## config.mk

```make
export PLATFORM = sky130hd
export DESIGN_NAME = spin_update_ctrl
export DESIGN_NICKNAME = d
export VERILOG_FILES = /design/src/rtl/spin_update_ctrl.sv
export SDC_FILE = /design/constraint.sdc
export NUM_CORES = 1
export LEC_CHECK = 0
export BUFFER_PORTS_ARGS = -buffer_cell sky130_fd_sc_hd__buf_2
export CAP_MARGIN = 20
export CORE_MARGIN = 1.5
export CORE_UTILIZATION = 56
export CTS_CLUSTER_DIAMETER = 40
export DETAILED_ROUTE_END_ITERATION = 8
export PLACE_DENSITY = 0.87
export SETUP_SLACK_MARGIN = 0.5
export SYNTH_ARGS = -nofsm -noshare
export SYNTH_HDL_FRONTEND = slang
export SYNTH_SLANG_ARGS = --single-unit
```

## constraint.sdc

```tcl
create_clock -name clk -period 4.1 [get_ports clk]
set_input_delay 0.82 -clock clk [delete_from_list [all_inputs] [get_ports clk]]
set_output_delay 0.82 -clock clk [all_outputs]
set_load 0.005 [all_outputs]
```

## src/rtl/spin_update_ctrl.sv

```systemverilog
// spin_update_ctrl: sweeps the spin vector against fields from the loop block.
// Each sweep requests fields (readySignal), waits LATENCY cycles, captures all N
// fields at once, then updates one spin per cycle against a thermal threshold
// taken from a 16-bit Galois LFSR.
//
// state    | meaning
// ---------+------------------------------------------------------------
// S_IDLE   | waiting for start; busy low
// S_KICK   | one-cycle readySignal request; load the settle counter
// S_WAIT   | settle counter running; capture fields when it reaches 0
// S_UPDATE | one spin per cycle, idx 0..N-1; LFSR steps every cycle
// S_DONE   | one-cycle done pulse, back to IDLE
module spin_update_ctrl #(
  parameter int          N          = 4,
  parameter int          DATABITS   = 16,
  parameter int          LATENCY    = 4,
  parameter int          TEMP_SHIFT = 0,
  parameter logic [15:0] LFSR_SEED  = 16'hACE1,
  parameter logic [N-1:0] SPIN_INIT = '0
) (
  input  logic                  clk,
  input  logic                  rst_n,
  input  logic                  start,
  input  logic [7:0]            num_sweeps,
  input  logic [DATABITS*N-1:0] matrix_output,
  output logic                  readySignal,
  output logic [N-1:0]          spins,
  output logic                  busy,
  output logic                  done,
  output logic [7:0]            sweep_count
);

  localparam int              IDXW      = (N > 1) ? $clog2(N) : 1;
  localparam int              CNTW      = (LATENCY > 1) ? $clog2(LATENCY) : 1;
  localparam logic [15:0]     SEED_EFF  = (LFSR_SEED == 16'h0000) ? 16'h0001 : LFSR_SEED;
  localparam logic [15:0]     LFSR_MASK = 16'hB400;
  localparam logic [IDXW-1:0] IDX_LAST  = IDXW'(N - 1);
  localparam logic [CNTW-1:0] WAIT_LOAD = CNTW'(LATENCY - 1);

  typedef enum logic [2:0] {
    S_IDLE   = 3'd0,
    S_KICK   = 3'd1,
    S_WAIT   = 3'd2,
    S_UPDATE = 3'd3,
    S_DONE   = 3'd4
  } state_t;

  state_t r_state;
  state_t w_state_nxt;

  logic [CNTW-1:0]         r_wait_cnt;
  logic [IDXW-1:0]         r_idx;
  logic [7:0]              r_num_sweeps;
  logic [7:0]              r_sweep_cnt;
  logic [DATABITS*N-1:0]   r_field_buf;
  logic [N-1:0]            r_spins;
  logic [15:0]             r_lfsr;

  logic                    w_accept;
  logic                    w_capture;
  logic                    w_last_upd;
  logic                    w_updating;
  logic [15:0]             w_lfsr_nxt;
  logic signed [DATABITS-1:0] w_field;
  logic signed [DATABITS-1:0] w_thr;

  assign w_accept   = (r_state == S_IDLE) && start;
  assign w_updating = (r_state == S_UPDATE);
  assign w_field    = r_field_buf[r_idx*DATABITS +: DATABITS];
  assign w_lfsr_nxt = {1'b0, r_lfsr[15:1]} ^ (r_lfsr[0] ? LFSR_MASK : 16'h0000);

  // A shift at or beyond the field width means zero temperature: threshold is 0.
  if (TEMP_SHIFT >= DATABITS) begin : g_zero_temp
    assign w_thr = '0;
  end else begin : g_heat_bath
    assign w_thr = $signed(r_lfsr[DATABITS-1:0]) >>> TEMP_SHIFT;
  end

  // State register.
  always_ff @(posedge clk or negedge rst_n) begin
    if (!rst_n) begin
      r_state <= S_IDLE;
    end else begin
      r_state <= w_state_nxt;
    end
  end

  // Next-state logic and state-decoded outputs.
  always_comb begin
    w_state_nxt = r_state;
    readySignal = 1'b0;
    busy        = 1'b0;
    done        = 1'b0;
    w_capture   = 1'b0;
    w_last_upd  = 1'b0;
    case (r_state)
      S_IDLE: begin
        if (start) begin
          w_state_nxt = (num_sweeps != 8'd0) ? S_KICK : S_DONE;
        end
      end
      S_KICK: begin
        readySignal = 1'b1;
        busy        = 1'b1;
        w_state_nxt = S_WAIT;
      end
      S_WAIT: begin
        busy = 1'b1;
        if (r_wait_cnt == '0) begin
          w_capture   = 1'b1;
          w_state_nxt = S_UPDATE;
        end
      end
      S_UPDATE: begin
        busy = 1'b1;
        if (r_idx == IDX_LAST) begin
          w_last_upd  = 1'b1;
          w_state_nxt = ((r_sweep_cnt + 8'd1) == r_num_sweeps) ? S_DONE : S_KICK;
        end
      end
      S_DONE: begin
        done        = 1'b1;
        w_state_nxt = S_IDLE;
      end
      default: begin
        w_state_nxt = S_IDLE;
      end
    endcase
  end

  // Run bookkeeping: sweep target latched on accept, completed sweeps counted.
  always_ff @(posedge clk or negedge rst_n) begin
    if (!rst_n) begin
      r_num_sweeps <= 8'd0;
      r_sweep_cnt  <= 8'd0;
    end else if (w_accept) begin
      r_num_sweeps <= num_sweeps;
      r_sweep_cnt  <= 8'd0;
    end else if (w_last_upd) begin
      r_sweep_cnt <= r_sweep_cnt + 8'd1;
    end
  end

  // Settle down-counter, field capture and spin index.
  always_ff @(posedge clk or negedge rst_n) begin
    if (!rst_n) begin
      r_wait_cnt  <= '0;
      r_field_buf <= '0;
      r_idx       <= '0;
    end else begin
      if (r_state == S_KICK) begin
        r_wait_cnt <= WAIT_LOAD;
      end else if ((r_state == S_WAIT) && (r_wait_cnt != '0)) begin
        r_wait_cnt <= r_wait_cnt - 1'b1;
      end
      if (w_capture) begin
        r_field_buf <= matrix_output;
        r_idx       <= '0;
      end else if (w_updating) begin
        r_idx <= r_idx + 1'b1;
      end
    end
  end

  // Spin update against the threshold; ties keep the current spin.
  always_ff @(posedge clk or negedge rst_n) begin
    if (!rst_n) begin
      r_spins <= SPIN_INIT;
      r_lfsr  <= SEED_EFF;
    end else if (w_updating) begin
      r_lfsr <= w_lfsr_nxt;
      if (w_field > w_thr) begin
        r_spins[r_idx] <= 1'b1;
      end else if (w_field < w_thr) begin
        r_spins[r_idx] <= 1'b0;
      end
    end
  end

  assign spins       = r_spins;
  assign sweep_count = r_sweep_cnt;

endmodule

```

* Yosys cells after proc, flatten, opt, wreduce, memory -nomap -nowiden *
Index checks and enable logic that the tools add are counted.

operators by class
  add/subtract/negate cells = 3
  multiply operators = 0
  divide/modulo/power cells = 0
  $lt $le $gt $ge = 4
  equal/unequal tests = 9
  shifts and indexed selects = 1
  muxes and demuxes = 24
  bitwise operators = 4
  reduce and logical (&&, ||, !) cells = 14

operator list
  cell                 number
  $shiftx 64x7->16     1
  $gt 16x16->1         1
  $lt 16x16->1         1
  $mux 16              1
  $mux 8               2
  $xor 15x16->16       1
  $mux 3               5
  $pmux 3 s4           1
  $reduce_bool 2->1    5
  $add 8x1->8 const B  1
  $eq 8x8->1           1
  $mux 1               8
  $mux 2               4
  $mux 4               2
  $reduce_bool 8->1    1
  $eq 3x2->1 const B   2
  $and 4x4->4          1
  $ne 2x2->1 const B   2
  $not 4->4            1
  $or 4x4->4           1
  $eq 3x1->1 const B   1
  $eq 3x3->1 const B   1
  $logic_and 1x1->1    3
  $logic_not 3->1      1
  other kinds (11)     11

storage, ports and cells
  bits in registers = 107
  bits in latches = 0
  bits in writable memories = 0
  memory bits (read-only) = 0
  input port bits = 75
  output and inout bits = 15
  memories = 0

* Longest topological paths before layout *
Gate-level depths: netlist of the first run.

  depth after elaboration = 8
  mapped depth = 9
  gate-level depth less buffers = 8

* Worst setup path before layout of the first run *
OpenSTA, ideal clock, no wires.

  path kind = flip-flop to flip-flop
  start = register r_idx[0]
  end = register with a tool-made name
  data arrival time = 2.838 ns
  data required time = 3.961 ns
  path slack = 1.122 ns
  cell stages (with the launch flop) = 10
  path buffers = 2
  period minus slack after synthesis = 2.978 ns
  cell sequence = dfrtp_1 buf_2 buf_2 mux4_2 ha_1 a21o_1 a2111oi_0 o21ai_0 o31ai_1 a31oi_1

RTL lines
  element                 RTL line  text
  start, declared         52        logic [IDXW-1:0] r_idx;
  start signal, assigned  160       r_idx <= r_idx + 1'b1;

==> impl_metrics.csv, run 1 <==
group,metric,value,unit
die,ioPinCount,90,
drt,num_vias,3493,
die,fp.dieW,99.6,microns
logic_synthesis,synth_edf_count,0,
global_route,grt_max_degree,66,
place,postPlaceCellArea,5770,sq um
timing,fmax,318,MHz
cells_and_area,antenna_cells,0,
worst_setup_path,worst-setup-path-type,"reg -> reg",
cells_and_area,multi_input_area,2360,sq um
pwr,p_per_area,722,nW/um^2
outcome,status,"finished clean",
hold_path,hp-class,"in -> async",
clocking,post_cts_buffers,0,
logic_synthesis,synth_top_cells_by_count,"dfrtp_1 (99), mux2_2 (75), nand2_1 (30)",
drt,post_drt_wl_per_cell,16.7,microns
logic_synthesis,synthArstFlopShare,1.00,
logic_synthesis,synth_area_leaders,"dfrtp_1 (47%), mux2_2 (16%), mux4_2 (6.9%), ha_1 (5.3%), dfstp_2 (4.0%)",
global_route,grt_pass1_vias,3628,
logic_synthesis,synth.top_cell.area_share,0.474,
clocking,ctsRootBufferMaster,"clkbuf_8",
clocking,h-tree-depth,3,
cells_and_area,drive_above_1_share,0.426,
worst_setup_path,cp.required,4330,ps
cells_and_area,nFillCells,674,
global_route,grt_pass1_wl,17100,microns
cells_and_area,seq_area,2690,sq um
clocking,cts_hold_buf,0,
drt,first_iter_violations,163,
logic_synthesis,synth_seq_cells,107,
logic_synthesis,ys_seq_area_frac,0.515,
place,hpwl,7650,microns
timing,worst_pin_slew,837,ps
clocking,clkLatencyLatePin,370,ps
logic_synthesis,yosysMostFrequentCell,"dfrtp_1",
drt,ant_nets,0,
logic_synthesis,ys_types,44,
timing,fin_setup_tns,0,ps
logic_synthesis,syn_avg_cell_area,12.6,sq um
clocking,clk_path_buf_depth,2,
global_route,track_usage,0.221,
drt,wl,10300,microns
cells_and_area,syn2layout_area_growth,13.9,%
timing,skew,9.80,ps
pwr,vdd_ir_drop_max,0.367,mV
timing,timing.final.crit_period,3150,ps
logic_synthesis,yosys.area.top_type,"dfrtp_1",
timing,slew_viol_final,0,
flow_run,max_cap_viol_count,0,
die,row_count,35,
global_route,grt_antenna_before_repair,0,
die,core-area,9150,sq um
die,die_y,99.6,microns
clocking,clock_sinks,107,
worst_setup_path,cp-start-kind,"flop",
place,io_buffers,89,
worst_setup_path,critPathMaxFanout,12,
global_route,overflow,0,
logic_synthesis,synth_nets,513,
die,start_util,0.571,
drt,via_per_inst,5.67,
timing,finalCritPeriodShare,0.767,
clocking,cts_made_buffers,9,
timing,slew_headroom,0.442,
logic_synthesis,synth_flop_cell,"dfrtp_1",
timing,hold_violations,0,
drt,drtPass1Iterations,5,
clocking,clk_pin_slew,110,ps
worst_setup_path,cp-end-kind,"flop",
pwr,p_total,0.00430,W
logic_synthesis,synth_area,5220,sq um
logic_synthesis,syn_inst,416,
logic_synthesis,yosys_warnings,0,
place,dp.cells,600,
pwr,p_leak,2.64,nW
die,dieArea,9910,sq um
clocking,cts_resized,0,
clocking,cts_tree,"built",
place,place.gp.congestion,0.866,
timing,setup_violations,0,
timing,rsz0062_at_grt,"false",
cells_and_area,fin_cells,616,
cells_and_area,nNetsFinal,597,
drt,drc,0,
worst_setup_path,arrival,3380,ps
cells_and_area,design_area,5950,sq um
-- cells by family (layout without fill, tap and decap cells) --
logic type | Yosys count | after routing | synth area share
DFF | 107 | 107 | 0.515
buffers and inverters | 44 | 133 | 0.0338
xor gates and xnor gates | 13 | 13 | 0.0244
adders and majority gates | 22 | 22 | 0.0527
and+or+nand+nor | 78 | 78 | 0.0733
AOI/OAI and AO/OA | 61 | 61 | 0.0704
muxes | 91 | 91 | 0.231
-- metrics by stage --
stage / setup slack, ps / hold WS (ps) / util
2_1_floorplan: 1120 / 450 / -
3_3_place_gp: 1160 / 458 / 0.630
3_5_place_dp: 957 / 474 / 0.630
4_1_cts: 946 / 441 / 0.650
5_1_grt: 715 / 468 / 0.650
6_report: 955 / 435 / 0.650
-- routing by layer --
metal | vias up | GRT usage | part of all wire
li1 | 1655 | - | -
met1 | 1732 | 0.292 | 0.43
met2 | 94 | 0.371 | 0.51
met3 | 12 | 0.0379 | 0.045
met4 | 0 | 0.0834 | 0.015
met5 | - | 0 | 0
-- registers in the layout, summed over array words and instances (netlist names), named ones only --
name / flops
r_field_buf: 64
r_lfsr: 16
r_num_sweeps: 8
sweep_count: 8
r_state: 3
r_idx: 2
r_wait_cnt: 2
-- worst max-delay path, cell delays in order (launching register included) --
cell and delay [ps]:
dfrtp_1 710, buf_4 340, mux4_2 520, ha_1 310, a21oi_1 190, o21ai_0 120, and2_1 170, o31ai_1 480
a31oi_1 160
-- area by class of cell --
| class | instances | area share |
|---|---|---|
| timing repair buffer | 95 | 0.0829 |
| clock buffer | 9 | 0.0208 |
| multi-input combinational | 265 | 0.397 |
| inverter | 22 | 0.0139 |
| sequential | 107 | 0.452 |
| tap | 111 | 0.0233 |
| clock inverter | 7 | 0.00989 |
-- placed cells by master (no fill, tap or decap), drive strengths merged, types with 2 or more instances in the layout --
master and count:
nand2 30, clkinv 3, mux4 16, buf 95
and3 2, clkbuf 9, xnor2 3, mux2 75
nand3 5, o21a 2, and2 3, a2111oi 3
o21ai 28, a31oi 5, nor3 6, xor2 9
dfrtp 99, o31ai 2, o41ai 2, inv 25
a22o 3, nor2 16, ha 22, a21oi 12
dfstp 8, nand4 7
-- final timing paths --
kind,start,end,slack [ps],cells after the start
worst max-delay path,r_idx[0]$_DFFE_PN0P_,flop,950,8
worst min-delay path,rst_n,sweep_count[0]$_DFFE_PN0P_,430,1
worst max register to register,r_idx[0]$_DFFE_PN0P_,flop,950,8
worst min register to register,r_lfsr[7]$_DFFE_PN1P_,r_lfsr[6]$_DFFE_PN1P_,490,2
max in group asynchronous,rst_n,r_field_buf[5]$_DFFE_PN0P_,2810,2
min in group clk,r_lfsr[7]$_DFFE_PN1P_,r_lfsr[6]$_DFFE_PN1P_,490,2
-- report_power, final --
part | switching (W) | total [W] | internal [W]
logic | 0.000787 | 0.00183 | 0.00105
registers | 0.000363 | 0.00185 | 0.00149
clock network | 0.000379 | 0.000610 | 0.000231
(Power assumes the default switching activity.)
==> inputs of run 2 (changes only) <==
--- a/config.mk
+++ b/config.mk
@@ -5,10 +5,11 @@
 export SDC_FILE = /design/constraint.sdc
 export NUM_CORES = 1
 export LEC_CHECK = 0
+export ABC_AREA = 1
 export BUFFER_PORTS_ARGS = -buffer_cell sky130_fd_sc_hd__buf_2
 export CAP_MARGIN = 20
 export CORE_MARGIN = 1.5
-export CORE_UTILIZATION = 56
+export CORE_UTILIZATION = 57
 export CTS_CLUSTER_DIAMETER = 40
 export DETAILED_ROUTE_END_ITERATION = 8
 export PLACE_DENSITY = 0.87
==> constraint.sdc (replaced) <==
create_clock -name clk -period 3.3 [get_ports clk]
set_input_delay 0.66 -clock clk [delete_from_list [all_inputs] [get_ports clk]]
set_output_delay 0.66 -clock clk [all_outputs]
set_load 0.005 [all_outputs]
==> run 2 against run 1 <==
Clock skew shrank 1.8 ps. Synthesized cell count is 38% higher. Sequential power grew 18%. Combinational power increased by 37%. Final cell count increased by 29%. Hold slack lost 160 ps. Highest routed layer unchanged. Area after synthesis is 7.3% higher. Design area up 6.7%. Via count increased by 25%. Maximum frequency increased by 25%.
==> impl_metrics.csv, run 2 <==
group,metric,value,unit
die,start_util,0.581,
cells_and_area,largestRegisters,"r_field_buf (64), r_lfsr (16)",
logic_synthesis,synthArstFlopShare,1.00,
timing,hold_violations,0,
place,dp.cells,779,
place,place.gp.congestion,0.828,
timing,finalCritPeriodShare,0.761,
worst_setup_path,cp-end-kind,"flop",
global_route,grt_max_degree,66,
clocking,cts_hold_buf,0,
logic_synthesis,muxShareOfSynthArea,0.161,
worst_setup_path,worstReg2RegStart,"r_idx[0]$_DFFE_PN0P_",
timing,worst_pin_slew,1110,ps
cells_and_area,nNetsFinal,757,
logic_synthesis,synth_top_family_by_area,"multiplexers",
pwr,p_per_area,854,nW/um^2
clocking,ctsRootBufferMaster,"clkbuf_8",
worst_setup_path,cp.required,3570,ps
cells_and_area,syn2layout_area_growth,13.3,%
cells_and_area,largest_reg_flops,64,
timing,slew_viol_final,0,
logic_synthesis,yosys.area_share.simple,0.153,
cells_and_area,layout_commonest_cell,"nand2_1",
outcome,status,"finished clean",
drt,first_iter_violations,237,
global_route,grt_pass1_vias,4297,
logic_synthesis,synth_edf_count,0,
cells_and_area,antenna_cells,0,
hold_path,hp-class,"in -> async",
logic_synthesis,synth_seq_cells,107,
cells_and_area,seq_area,2690,sq um
clocking,cts_made_buffers,9,
flow_run,max_cap_viol_count,0,
clocking,clk_pin_slew,100,ps
cells_and_area,nFillCells,775,
drt,ant_nets,0,
logic_synthesis,synth_area,5600,sq um
pwr,vdd_ir_drop_max,0.440,mV
drt,post_drt_wl_per_cell,14.8,microns
timing,timing.final.crit_period,2510,ps
drt,wl,11800,microns
clocking,clock_sinks,107,
logic_synthesis,synth_area_leaders,"dfrtp_1 (44%), mux2_4 (13%), nand2_1 (6.8%), o21ai_0 (5.4%), ha_1 (4.9%)",
clocking,h-tree-depth,3,
logic_synthesis,synth_flop_cell,"dfrtp_1",
clocking,clkLatencyLatePin,370,ps
place,hpwl,8630,microns
worst_setup_path,setup.worst_path.start,"r_idx[0]$_DFFE_PN0P_",
timing,holdWs,271,ps
global_route,overflow,0,
logic_synthesis,synthAdderAreaFrac,0.0491,
global_route,grt_antenna_before_repair,0,
global_route,track_usage,0.240,
cells_and_area,fin_cells,797,
logic_synthesis,synth_nets,670,
worst_setup_path,critPathMaxFanout,20,
logic_synthesis,yosys.area.top_type,"dfrtp_1",
die,fp.dieW,102,microns
die,ioPinCount,90,
drt,num_vias,4349,
clocking,cts_tree,"built",
global_route,grt_pass1_wl,19600,microns
timing,fin_setup_tns,0,ps
logic_synthesis,syn_inst,573,
logic_synthesis,yosys_warnings,0,
die,dieArea,10400,sq um
logic_synthesis,synth_top_cells_by_count,"nand2_1 (102), dfrtp_1 (99), o21ai_0 (60)",
drt,drc,0,
cells_and_area,drive_above_1_share,0.303,
logic_synthesis,ys_types,33,
worst_setup_path,worst-setup-path-type,"reg -> reg",
drt,drtPass1Iterations,7,
worst_setup_path,arrival,2780,ps
die,core-area,9640,sq um
worst_setup_path,reg2reg_setup_slack,790,ps
logic_synthesis,synth-compound-area-share,0.0909,
pwr,p_leak,3.20,nW
logic_synthesis,yosysMostFrequentCell,"nand2_1",
timing,rsz0062_at_grt,"false",
cells_and_area,top_register,"r_field_buf",
place,io_buffers,89,
logic_synthesis,yosys.area_share.xor_xnor,0.00313,
cells_and_area,multi_input_area,2570,sq um
timing,fmax,398,MHz
die,row_count,36,
die,die_y,102,microns
cells_and_area,layout_common_cells,"nand2_1 (101), dfrtp_1 (98), buf_2 (88)",
worst_setup_path,cp-start-kind,"flop",
logic_synthesis,ys_seq_area_frac,0.480,
timing,skew,8.04,ps
timing,setup_violations,0,
timing,slew_headroom,0.260,
worst_setup_path,reg2reg_depth,16,
drt,via_per_inst,5.46,
logic_synthesis,synth.top_cell.area_share,0.442,
clocking,clk_path_buf_depth,2,
logic_synthesis,syn_avg_cell_area,9.78,sq um
==> run 2: changes by cell type in the layout (fill, tap and decap cells not counted), moves of 5 or more <==
| cell | previous run | this run |
|---|---|---|
| nor2_2 | 0 | 5 |
| mux2_2 | 75 | 15 |
| nand3_1 | 4 | 25 |
| mux4_2 | 16 | 0 |
| xor2_1 | 9 | 1 |
| inv_1 | 22 | 54 |
| o22ai_1 | 0 | 20 |
| nand2_1 | 30 | 101 |
| nor2_1 | 16 | 54 |
| mux2_4 | 0 | 49 |
| o21ai_0 | 28 | 60 |
==> run 2: worst max-delay path by stage <==
| stage | end | slack, ps | cells past startpoint |
|---|---|---|---|
| after CTS | flop | 540 | 16 |
| final | flop | 790 | 16 |
| after detailed placement | flop | 590 | 16 |
| after floorplan | flop | 940 | 17 |
| after global placement | flop | 790 | 13 |
| after global routing | flop | 530 | 13 |
==> run 2: worst max-delay path, cell delays in order (launching register included) <==
cell     delay, ps
dfrtp_2        450
buf_4          160
buf_4          190
o21ai_0        210
o22ai_1        110
ha_1           300
nand2_1         80
nor2_1         190
nand2_1         70
nand2_1         60
nand2_1         90
nand2_1         90
nand2_1         60
nand3_1        100
nand3_1         90
nand2_1         80
nand2_1         50
==> run 2: layer usage <==
layer	GRT usage	vias to the layer above	part of all wire
met5	0	-	0
met4	0.0917	0	0.016
met3	0.0335	21	0.045
met2	0.415	148	0.50
met1	0.309	2090	0.44
li1	-	2090	-
==> run 2: metrics by stage <==
stage,utilization,setup WS (ps),instance area (sq um),power [W]
floorplan,-,938,5600,0.00400
global placement,0.638,794,6150,0.00447
detailed placement,0.638,590,6150,0.00464
CTS,0.656,544,6320,0.00540
global route,0.659,526,6350,0.00584
finish,0.659,788,6350,0.00542
==> run 2: power breakdown <==
part	total [W]	internal, W	switching, W	leakage, nW
combinational	0.00250	0.00123	0.00127	1.83
clock	0.000744	0.000279	0.000465	0.0865
sequential	0.00218	0.00183	0.000356	1.28
==> run 2: logic make-up after synthesis <==
logic type | count (synthesis)
AO/OA/AOI/OAI | 94
XOR/XNOR | 2
adder cells (fa/ha/maj) | 22
buffers and inverters | 81
flip-flops | 107
multiplexers | 64
AND/OR/NAND/NOR | 203
==> run 2: area by class of cell <==
| class | instances | share of cell area |
|---|---|---|
| clock buffer | 9 | 0.0195 |
| clock inverter | 6 | 0.00749 |
| inverter | 60 | 0.0361 |
| multi-input combinational | 385 | 0.405 |
| sequential | 107 | 0.424 |
| tap | 133 | 0.0262 |
| timing repair buffer | 97 | 0.0820 |
==> run 2: repair_timing <==
action                                  CTS  global route
gates resized for setup                   0             2
endpoints found under the setup margin    0             4
buffers inserted                          0             3
==> inputs of run 3 (changes only) <==
--- a/config.mk
+++ b/config.mk
@@ -5,11 +5,11 @@
 export SDC_FILE = /design/constraint.sdc
 export NUM_CORES = 1
 export LEC_CHECK = 0
-export ABC_AREA = 1
+export ABC_AREA = 0
 export BUFFER_PORTS_ARGS = -buffer_cell sky130_fd_sc_hd__buf_2
 export CAP_MARGIN = 20
 export CORE_MARGIN = 1.5
-export CORE_UTILIZATION = 57
+export CORE_UTILIZATION = 56
 export CTS_CLUSTER_DIAMETER = 40
 export DETAILED_ROUTE_END_ITERATION = 8
 export PLACE_DENSITY = 0.87
==> constraint.sdc (replaced) <==
create_clock -name clk -period 2.6 [get_ports clk]
set_input_delay 0.52 -clock clk [delete_from_list [all_inputs] [get_ports clk]]
set_output_delay 0.52 -clock clk [all_outputs]
set_load 0.005 [all_outputs]
==> run 3 against run 2 <==
The run now ends with setup timing left. Die area fell by 5.0%. Clock skew rose by 9.9 ps. Sequential share of layout area fell by 0.28 points. Core utilization rose by 4.0 points. Global-route usage fell by 0.56 points. Wire length rose by 2.5%. Maximum frequency fell by 6.5%.
==> impl_metrics.csv, run 3 (synthesized netlist as in run 1, its figures left out) <==
group,metric,value,unit
cells_and_area,final_util,0.699,
global_route,grt_antenna_before_repair,0,
clocking,clk_path_buf_depth,2,
hold_path,min_path_cells,2,
drt,first_iter_violations,181,
cells_and_area,nFillCells,587,
die,fp.dieW,99.6,microns
flow_run,max_cap_viol_count,0,
die,die_y,99.6,microns
hold_path,hp-class,"in -> reg",
die,dieArea,9910,sq um
worst_setup_path,worstReg2RegStart,"r_idx[0]$_DFFE_PN0P_",
cells_and_area,syn2layout_area_growth,22.5,%
die,core-area,9150,sq um
worst_setup_path,reg2reg_depth,9,
place,post-place-ws,-130,ps
cells_and_area,largestRegisters,"r_field_buf (64), r_lfsr (16)",
worst_setup_path,reg2reg_setup_slack,-90,ps
global_route,grt_pass1_vias,3851,
worst_setup_path,setup.worst_path.start,"r_idx[0]$_DFFE_PN0P_",
worst_setup_path,cp.required,2890,ps
global_route,grt_pass1_wl,18200,microns
worst_setup_path,arrival,2980,ps
clocking,clock_sinks,107,
die,row_count,35,
clocking,h-tree-depth,3,
timing,setup_slack,-85.2,ps
drt,num_vias,3783,
hold_path,min-delay-start,"matrix_output[58]",
clocking,cts_made_buffers,9,
global_route,track_usage,0.235,
cells_and_area,fin_cells,633,
cells_and_area,design_area,6400,sq um
outcome,status,"complete, but fails checks",
drt,wl,12100,microns
clocking,cts_tree,"built",
worst_setup_path,cp-end-kind,"flop",
timing,hold_violations,0,
timing,slew_headroom,0.618,
drt,ant_nets,0,
pwr,vdd_ir_drop_max,0.785,mV
drt,post_drt_wl_per_cell,19.1,microns
die,start_util,0.571,
timing,finalCritPeriodShare,1.03,
timing,fmax,372,MHz
global_route,overflow,0,
cells_and_area,nNetsFinal,614,
clocking,clkLatencyLatePin,380,ps
worst_setup_path,worst-setup-path-type,"reg -> reg",
cells_and_area,top_register,"r_field_buf",
pwr,p_leak,2.76,nW
drt,drtPass1Iterations,4,
cells_and_area,largest_reg_flops,64,
timing,timing.final.crit_period,2690,ps
place,dp.cells,606,
timing,skew,18.0,ps
place,postPlaceCellArea,5870,sq um
place,hpwl,7900,microns
worst_setup_path,cp-start-kind,"flop",
clocking,ctsRootBufferMaster,"clkbuf_8",
cells_and_area,multi_input_area,2600,sq um
pwr,p_per_area,1240,nW/um^2
global_route,grt_max_degree,66,
timing,rsz0062_at_grt,"true",
timing,worst_pin_slew,568,ps
clocking,clk_pin_slew,120,ps
place,io_buffers,89,
cells_and_area,layout_common_cells,"dfrtp_1 (96), buf_2 (88), mux2_2 (75)",
timing,slew_viol_final,0,
cells_and_area,antenna_cells,0,
cells_and_area,seq_area,2690,sq um
drt,via_per_inst,5.98,
hold_path,holdPathEnd,"r_field_buf[58]$_DFFE_PN0P_",
cells_and_area,layout_commonest_cell,"dfrtp_1",
die,ioPinCount,90,
outcome,failed_checks,"setup timing",
drt,drc,0,
cells_and_area,drive_above_1_share,0.494,
timing,setup_violations,4,
place,place.gp.congestion,0.865,
worst_setup_path,critPathMaxFanout,5,
-- run 3: cell count changes in the layout (fill, tap and decap cells not counted), moves of 13 or more --
| cell | delta |
|---|---|
| mux2_4 | -49 |
| inv_1 | -33 |
| nand3_1 | -21 |
| ha_1 | -13 |
| o22ai_1 | -20 |
| o21ai_0 | -34 |
| mux2_2 | +60 |
| nor2_1 | -39 |
| mux4_2 | +16 |
| nand2_1 | -71 |
-- run 3: worst max-delay path by stage --
| stage | endpoint | slack (ps) |
|---|---|---|
| floorplan | flop | 10 |
| global placement | flop | -50 |
| detailed placement | flop | -130 |
| CTS | flop | 80 |
| global route | flop | -150 |
| finish | flop | -90 |
-- run 3: timing repair --
action,4_1_cts,5_1_grt
hold endpoints to repair,5,0
hold buffers,1,0
setup endpoints to repair,6,8
buffers inserted,8,2
pin swaps,5,9
resized for setup,21,22
-- run 3: final cells by class --
cell class                      count  share of cell area
Sequential cell                   107               0.421
Inverter                           22              0.0129
Clock buffer                        9              0.0194
Multi-Input combinational cell    265               0.407
Timing Repair Buffer              112               0.109
Tap cell                          111              0.0217
Clock inverter                      7             0.00900
-- run 3: critical path, cell delays in order (launching register included) --
cell	delay [ps]
dfrtp_2	480
buf_8	150
mux4_2	560
ha_4	310
nor2b_4	130
o211ai_1	120
a2111oi_2	430
o31ai_2	110
buf_4	170
a31oi_1	160
-- run 3: where the power goes --
group / switching [W] / total (W) / internal, W
clock: 0.000590 / 0.000951 / 0.000360
sequential: 0.000532 / 0.00289 / 0.00236
combinational: 0.00179 / 0.00409 / 0.00229
total: 0.00292 / 0.00793 / 0.00501
-- run 3: stage by stage --
stage / TNS, ps / total power (W) / hold slack [ps]
floorplan: 0 / 0.00514 / 224
global placement: -169 / 0.00578 / 338
detailed placement: -443 / 0.00603 / 341
CTS: 0 / 0.00735 / 354
global route: -456 / 0.00840 / 352
finish: -224 / 0.00793 / 362
-- run 3: per-layer routing --
metal	wire [microns]	vias up	share of wire	GRT usage
met1	4740	1914	0.39	0.288
met3	528	41	0.044	0.0485
met5	0	-	0	0
met2	6370	132	0.53	0.406
li1	-	1696	-	-
met4	448	0	0.037	0.0997
